==> config.mk <==
export PLATFORM = sky130hd
export DESIGN_NAME = rf_write_arbiter_flat
export DESIGN_NICKNAME = d
export VERILOG_FILES = /design/src/rtl/rf_write_arbiter_if.sv /design/src/rtl/rf_write_arbiter.sv /design/src/flat_wrapper.sv
export SDC_FILE = /design/constraint.sdc
export NUM_CORES = 1
export LEC_CHECK = 0
export CORE_MARGIN = 3
export CORE_UTILIZATION = 40
export CTS_CLUSTER_SIZE = 30
export DETAILED_ROUTE_END_ITERATION = 7
export PLACE_DENSITY = 0.68
export SETUP_SLACK_MARGIN = 0.2
export SLEW_MARGIN = 10
export SYNTH_ARGS = -nofsm -noshare
export SYNTH_HDL_FRONTEND = slang
export SYNTH_SLANG_ARGS = --single-unit
==> constraint.sdc <==
create_clock -name clk -period 5.7 [get_ports clk]
set_input_delay 1.14 -clock clk [delete_from_list [all_inputs] [get_ports clk]]
set_output_delay 1.14 -clock clk [all_outputs]
set_load 0.01 [all_outputs]
==> src/rtl/rf_write_arbiter_if.sv <==
// Bundles the requester handshake and register-file write-port signals of
// rf_write_arbiter.
//   master : drives req_valid/req_addr/req_data/wr_stall; observes
//            req_ready/wr_data/conflict
//   slave  : the arbiter side (directions reversed)
// Flattened layouts: requester r uses req_addr[r*ADDR_W +: ADDR_W] and
// req_data[r*DATA_W +: DATA_W]; write port k uses
// wr_data[k*(DATA_W+ADDR_W+1) +: DATA_W+ADDR_W+1].
interface rf_write_arbiter_if #(
  parameter int NUM_REQ   = 4,
  parameter int NUM_PORTS = 3,
  parameter int DATA_W    = 16,
  parameter int ADDR_W    = 4
);
  logic [NUM_REQ-1:0]                          req_valid;
  logic [NUM_REQ*ADDR_W-1:0]                   req_addr;
  logic [NUM_REQ*DATA_W-1:0]                   req_data;
  logic [NUM_REQ-1:0]                          req_ready;
  logic                                        wr_stall;
  logic [NUM_PORTS*(DATA_W+ADDR_W+1)-1:0]      wr_data;
  logic                                        conflict;

  modport master (
    output req_valid, req_addr, req_data, wr_stall,
    input  req_ready, wr_data, conflict
  );

  modport slave (
    input  req_valid, req_addr, req_data, wr_stall,
    output req_ready, wr_data, conflict
  );
endinterface

==> src/rtl/rf_write_arbiter.sv <==
// Round-robin arbiter that routes up to NUM_PORTS requester results per cycle
// onto registered register-file write ports, refusing any request that targets
// a register already written earlier in the same scan.
// Ports:
//   clk, rst     : clock, synchronous active-high reset
//   bus_if       : rf_write_arbiter_if.slave (requests, ready, stall,
//                  write-port words {value, index, enable}, conflict flag)
//   grant_count  : per-requester saturating grant counters (16 bits each),
//                  present only when RF_WRITE_ARB_STATS_EN is defined
module rf_write_arbiter #(
  parameter int NUM_REQ   = 4,
  parameter int NUM_PORTS = 3,
  parameter int DATA_W    = 16,
  parameter int ADDR_W    = 4
) (
  input  logic                  clk,
  input  logic                  rst,
  rf_write_arbiter_if.slave     bus_if
`ifdef RF_WRITE_ARB_STATS_EN
  ,
  output logic [NUM_REQ*16-1:0] grant_count
`endif
);

  localparam int WORD_W = DATA_W + ADDR_W + 1;
  localparam int PTR_W  = (NUM_REQ > 1) ? $clog2(NUM_REQ) : 1;

  logic [PTR_W-1:0]                    rr_ptr_q, rr_ptr_d;
  logic [NUM_PORTS-1:0][WORD_W-1:0]    wr_q, wr_d;
  logic                                conflict_q, conflict_d;
  logic [NUM_REQ-1:0]                  ready_d;

  // Scan scratch state
  logic [NUM_PORTS-1:0][ADDR_W-1:0]    gnt_addr;
  int unsigned                         n_gnt;
  int unsigned                         idx;
  logic                                hit;

  always_comb begin
    ready_d    = '0;
    wr_d       = '0;
    conflict_d = 1'b0;
    rr_ptr_d   = rr_ptr_q;
    gnt_addr   = '0;
    n_gnt      = 0;
    idx        = 0;
    hit        = 1'b0;
    if (!rst && !bus_if.wr_stall) begin
      for (int unsigned i = 0; i < NUM_REQ; i++) begin
        idx = 32'(rr_ptr_q) + i;
        if (idx >= NUM_REQ) idx = idx - NUM_REQ;
        // Address comparisons only happen while a port is still free; once all
        // ports are used the remaining requests are refused for capacity.
        if (bus_if.req_valid[idx] && (n_gnt < NUM_PORTS)) begin
          hit = 1'b0;
          for (int unsigned j = 0; j < NUM_PORTS; j++) begin
            if ((j < n_gnt) && (gnt_addr[j] == bus_if.req_addr[idx*ADDR_W +: ADDR_W]))
              hit = 1'b1;
          end
          if (hit) begin
            conflict_d = 1'b1;
          end else begin
            gnt_addr[n_gnt] = bus_if.req_addr[idx*ADDR_W +: ADDR_W];
            wr_d[n_gnt]     = {bus_if.req_data[idx*DATA_W +: DATA_W],
                               bus_if.req_addr[idx*ADDR_W +: ADDR_W], 1'b1};
            ready_d[idx]    = 1'b1;
            n_gnt           = n_gnt + 1;
            if (idx + 1 >= NUM_REQ) rr_ptr_d = '0;
            else                    rr_ptr_d = PTR_W'(idx + 1);
          end
        end
      end
    end
  end

  always_ff @(posedge clk) begin
    if (rst) begin
      rr_ptr_q   <= '0;
      wr_q       <= '0;
      conflict_q <= 1'b0;
    end else begin
      rr_ptr_q   <= rr_ptr_d;
      wr_q       <= wr_d;
      conflict_q <= conflict_d;
    end
  end

  assign bus_if.req_ready = ready_d;
  assign bus_if.wr_data   = wr_q;
  assign bus_if.conflict  = conflict_q;

`ifdef RF_WRITE_ARB_STATS_EN
  logic [NUM_REQ-1:0][15:0] cnt_q;

  always_ff @(posedge clk) begin
    if (rst) begin
      cnt_q <= '0;
    end else begin
      for (int unsigned i = 0; i < NUM_REQ; i++) begin
        if (ready_d[i] && (cnt_q[i] != 16'hFFFF))
          cnt_q[i] <= cnt_q[i] + 16'd1;
      end
    end
  end

  assign grant_count = cnt_q;
`endif

endmodule

==> src/flat_wrapper.sv <==
// flat-port wrapper written by rule: the top's interface ports become plain ports
module rf_write_arbiter_flat 
#(
  parameter int NUM_REQ   = 4,
  parameter int NUM_PORTS = 3,
  parameter int DATA_W    = 16,
  parameter int ADDR_W    = 4
)
  (clk, rst, bus_if_req_valid, bus_if_req_addr, bus_if_req_data, bus_if_wr_stall, bus_if_req_ready, bus_if_wr_data, bus_if_conflict);
  rf_write_arbiter_if #(.NUM_REQ(NUM_REQ), .NUM_PORTS(NUM_PORTS), .DATA_W(DATA_W), .ADDR_W(ADDR_W)) bus_if_i ();
  input  logic clk;
  input  logic rst;
  input wire logic [$bits(bus_if_i.req_valid)-1:0] bus_if_req_valid;
  input wire logic [$bits(bus_if_i.req_addr)-1:0] bus_if_req_addr;
  input wire logic [$bits(bus_if_i.req_data)-1:0] bus_if_req_data;
  input wire logic [$bits(bus_if_i.wr_stall)-1:0] bus_if_wr_stall;
  output wire logic [$bits(bus_if_i.req_ready)-1:0] bus_if_req_ready;
  output wire logic [$bits(bus_if_i.wr_data)-1:0] bus_if_wr_data;
  output wire logic [$bits(bus_if_i.conflict)-1:0] bus_if_conflict;
  assign bus_if_i.req_valid = bus_if_req_valid;
  assign bus_if_i.req_addr = bus_if_req_addr;
  assign bus_if_i.req_data = bus_if_req_data;
  assign bus_if_i.wr_stall = bus_if_wr_stall;
  assign bus_if_req_ready = bus_if_i.req_ready;
  assign bus_if_wr_data = bus_if_i.wr_data;
  assign bus_if_conflict = bus_if_i.conflict;
  rf_write_arbiter #(.NUM_REQ(NUM_REQ), .NUM_PORTS(NUM_PORTS), .DATA_W(DATA_W), .ADDR_W(ADDR_W)) u_core (.clk(clk), .rst(rst), .bus_if(bus_if_i));
endmodule
==> run summary <==
endpoints failing setup = 0
Final Hold Viols = 0
Final #Nets = 865
Post-Syn Area = 0.005956 mm2
DR vias/cell = 6.657
hold_sp = u_core.rr_ptr_q[0]
Rel. slew slack = 0.3115
RR Startpoint = u_core.rr_ptr_q[0]
Fmax achieved = 188.1 MHz
Yosys top cell area share = 0.2345
antenna viol nets, final = 0
Yosys Warn Count = 0
H-tree Lvls = 3
via count = 6,371
Crit path largest cell delay = 0.52 ns
largest net degree at the start of global routing = 66
mux contribution to synthesized area = 0.3162
crit path max fanout = 17
crit start category = input port
minimum clock period = 5.318 ns
Area growth, synth to finish = 36.13%
post-synthesis xor/xnor area fraction = 0.02353
DP Area = 0.007772 mm2
PwrDens = 638.3 mW/mm2
initial antenna violation count = 0
Layout fillers = 1,258
GRT Total Usage = 0.2656
Async SR Flop Fraction = 0
area leader, netlist = mux4_2
maximum vdd drop = 325.3 uV
HP Class = flip-flop to flip-flop
setup repair after global routing missed its margin = no
Clock Pin Slew Worst Setup and Hold Paths = 0.05 ns
Final GP Congestion = 0.9618
Post-synth EDFFs = 0
clk root buf = clkbuf_16
DR WL/cell = 22.99 um
final WL = 22,000 um
Seq/Total Area, Yosys = 0.2218
final worst-path cycle share = 0.9329
Avg Cell Area, Syn = 9.575 um2
Crit. End Element = output port
final instance area = 0.008108 mm2
grt ovf = 0
DRT iter0 DRCs = 930
vias in the first global route = 6,251
Syn Nets = 715
outcome = finished clean
Cells after Synth = 622
CP Class = input port to output port
layout cells sized above 1 = 0.1943
post-synthesis register bit count = 66
# diodes = 0
Slew @ Worst Pin = 1.033 ns
first-pass GRT wire length = 34,510 um
hpwl dp = 15,790 um
DIE HEIGHT = 128.0 um
commonest cells after routing, fill and taps aside = clkdlybuf4s50_1 (149), dfxtp_1 (64), mux4_2 (62)
Worst EP arrival = 4.18 ns
clock buffers created by TritonCTS = 9
Lkg Pwr = 2.827 nW
crit-path cells = clkdlybuf4s50_1 -> mux4_2 -> buf_4 -> or2_0 -> a21oi_1 -> nor4_1 -> a31oi_1 -> a311oi_2 -> a211oi_2 -> buf_4 -> nand3_1 -> a21oi_1 -> clkbuf_2
CP startpoint = bus_if_req_valid[1]
drt pass-1 iters = 6
Clk Latency, worst-skew pair = 0.34 ns
CTS Buffer Depth = 2
DIE AREA = 0.01639 mm2
Simple-Gate Fraction of Synth Area = 0.08866
CTS tree = done
Worst path slowest cell = mux4_2
Starting Density = 0.4193
core area = 0.01420 mm2
final max-slew violation count = 0
most common cell after layout, fill and taps aside = clkdlybuf4s50_1
Die Span X = 128.0 um
largest family of logic cells by synthesized area = multiplexers
post-synthesis adder-cell area fraction = 0.01261
ranking of synthesized cells by area = mux4_2 (23%), dfxtp_1 (22%), mux2i_1 (7.2%)
max cap viols = 0
WP data required = 4.56 ns
ys flop type = dfxtp_1
I/O pins = 155
I/O Buffers = 154
Rows = 43
CTS Sinks = 66
Compound-Gate Fraction of Synth Area = 0.2718
Netlist cell types = 62
Worst Clk Skew = 0.007265 ns
residual DRC count = 0
Min Hold Slack = 0.9091 ns
state kept, by name (all words and copies together), names as in the netlist:
name                    count
u_core.bus_if.conflict      1
u_core.bus_if.wr_data      63
u_core.rr_ptr_q             2
synthesized netlist by cell type (all sizes together) (5+ instances only):
cell type,count
a221o,16
o22ai,58
nor2,29
nand3,9
nand2,45
inv,23
o31ai,5
nor3,8
a21oi,23
dfxtp,66
buf,34
a22oi,24
a222oi,5
mux2i,43
o22a,19
mux4,62
xnor2,14
ha,6
nand2b,6
o21ai,30
clkbuf,28
o211ai,5
a22o,7
mux2,5
power breakdown:
group / leakage, nW / internal, W / total [W] / switching (W)
registers: 0.540 / 0.000602 / 0.000646 / 0.0000434
clock network: 0.159 / 0.000396 / 0.000608 / 0.000213
logic: 2.13 / 0.00175 / 0.00392 / 0.00217
worst max-delay path, delay by kind of cell:
family	cells	cell delay, ns
muxes	1	0.52
buffers and inverters	4	1.05
and+or+nand+nor	3	0.49
AOI/OAI and AO/OA	5	0.97
cell type report:
| cell class | count | area, um2 | area share |
|---|---|---|---|
| multi-input combinational | 471 | 4267 | 0.5262 |
| clock inverter | 6 | 87.58 | 0.01080 |
| sequential | 66 | 1326 | 0.1636 |
| tap | 180 | 225.2 | 0.02778 |
| timing repair buffer | 201 | 1877 | 0.2315 |
| inverter | 23 | 86.33 | 0.01065 |
| clock buffer | 10 | 239.0 | 0.02948 |
layer usage:
layer | vias to the layer above | global-route usage | routed length [um]
li1 | 2813 | - | -
met1 | 3131 | 0.3524 | 8947
met2 | 379 | 0.4301 | 10570
met3 | 48 | 0.05292 | 1989
met4 | 0 | 0.09863 | 499
met5 | - | 0 | 0
final timing paths:
check | endpoint | slack, ns | cells past startpoint
setup / recovery | bus_if_req_ready[2] | 0.38 | 13
hold / removal | u_core.rr_ptr_q[0] | 0.91 | 4
setup reg to reg | u_core.bus_if.wr_data[57] | 1.26 | 14
hold reg to reg | u_core.rr_ptr_q[0] | 0.91 | 4
logic make-up (layout without fill, tap and decap cells):
family	Yosys count	count (layout)
compound gates	224	224
simple gates	115	115
mux	110	110
buf+inv	85	240
flops	66	66
xor+xnor	16	16
fa+ha+maj	6	6
through the flow:
step	setup TNS [ns]	total power (W)	worst slack, ns	util	cells
after CTS	0	0.005124	0.1991	0.5704	956
final	0	0.005175	0.3823	0.5708	957
after global routing	0	0.005485	0.1982	0.5708	957
after global placement	0	0.004439	0.1101	0.5472	939
after detailed placement	-0.08701	0.004495	-0.04363	0.5472	939
after floorplan	0	0.003289	0.6929	-	622
timing repair:
item,CTS,global route
resized for setup,4,12
endpoints found under the setup margin,4,4
hold buffers,0,0
pin swaps,1,2
setup buffers,1,1
(Power assumes the default switching activity.)
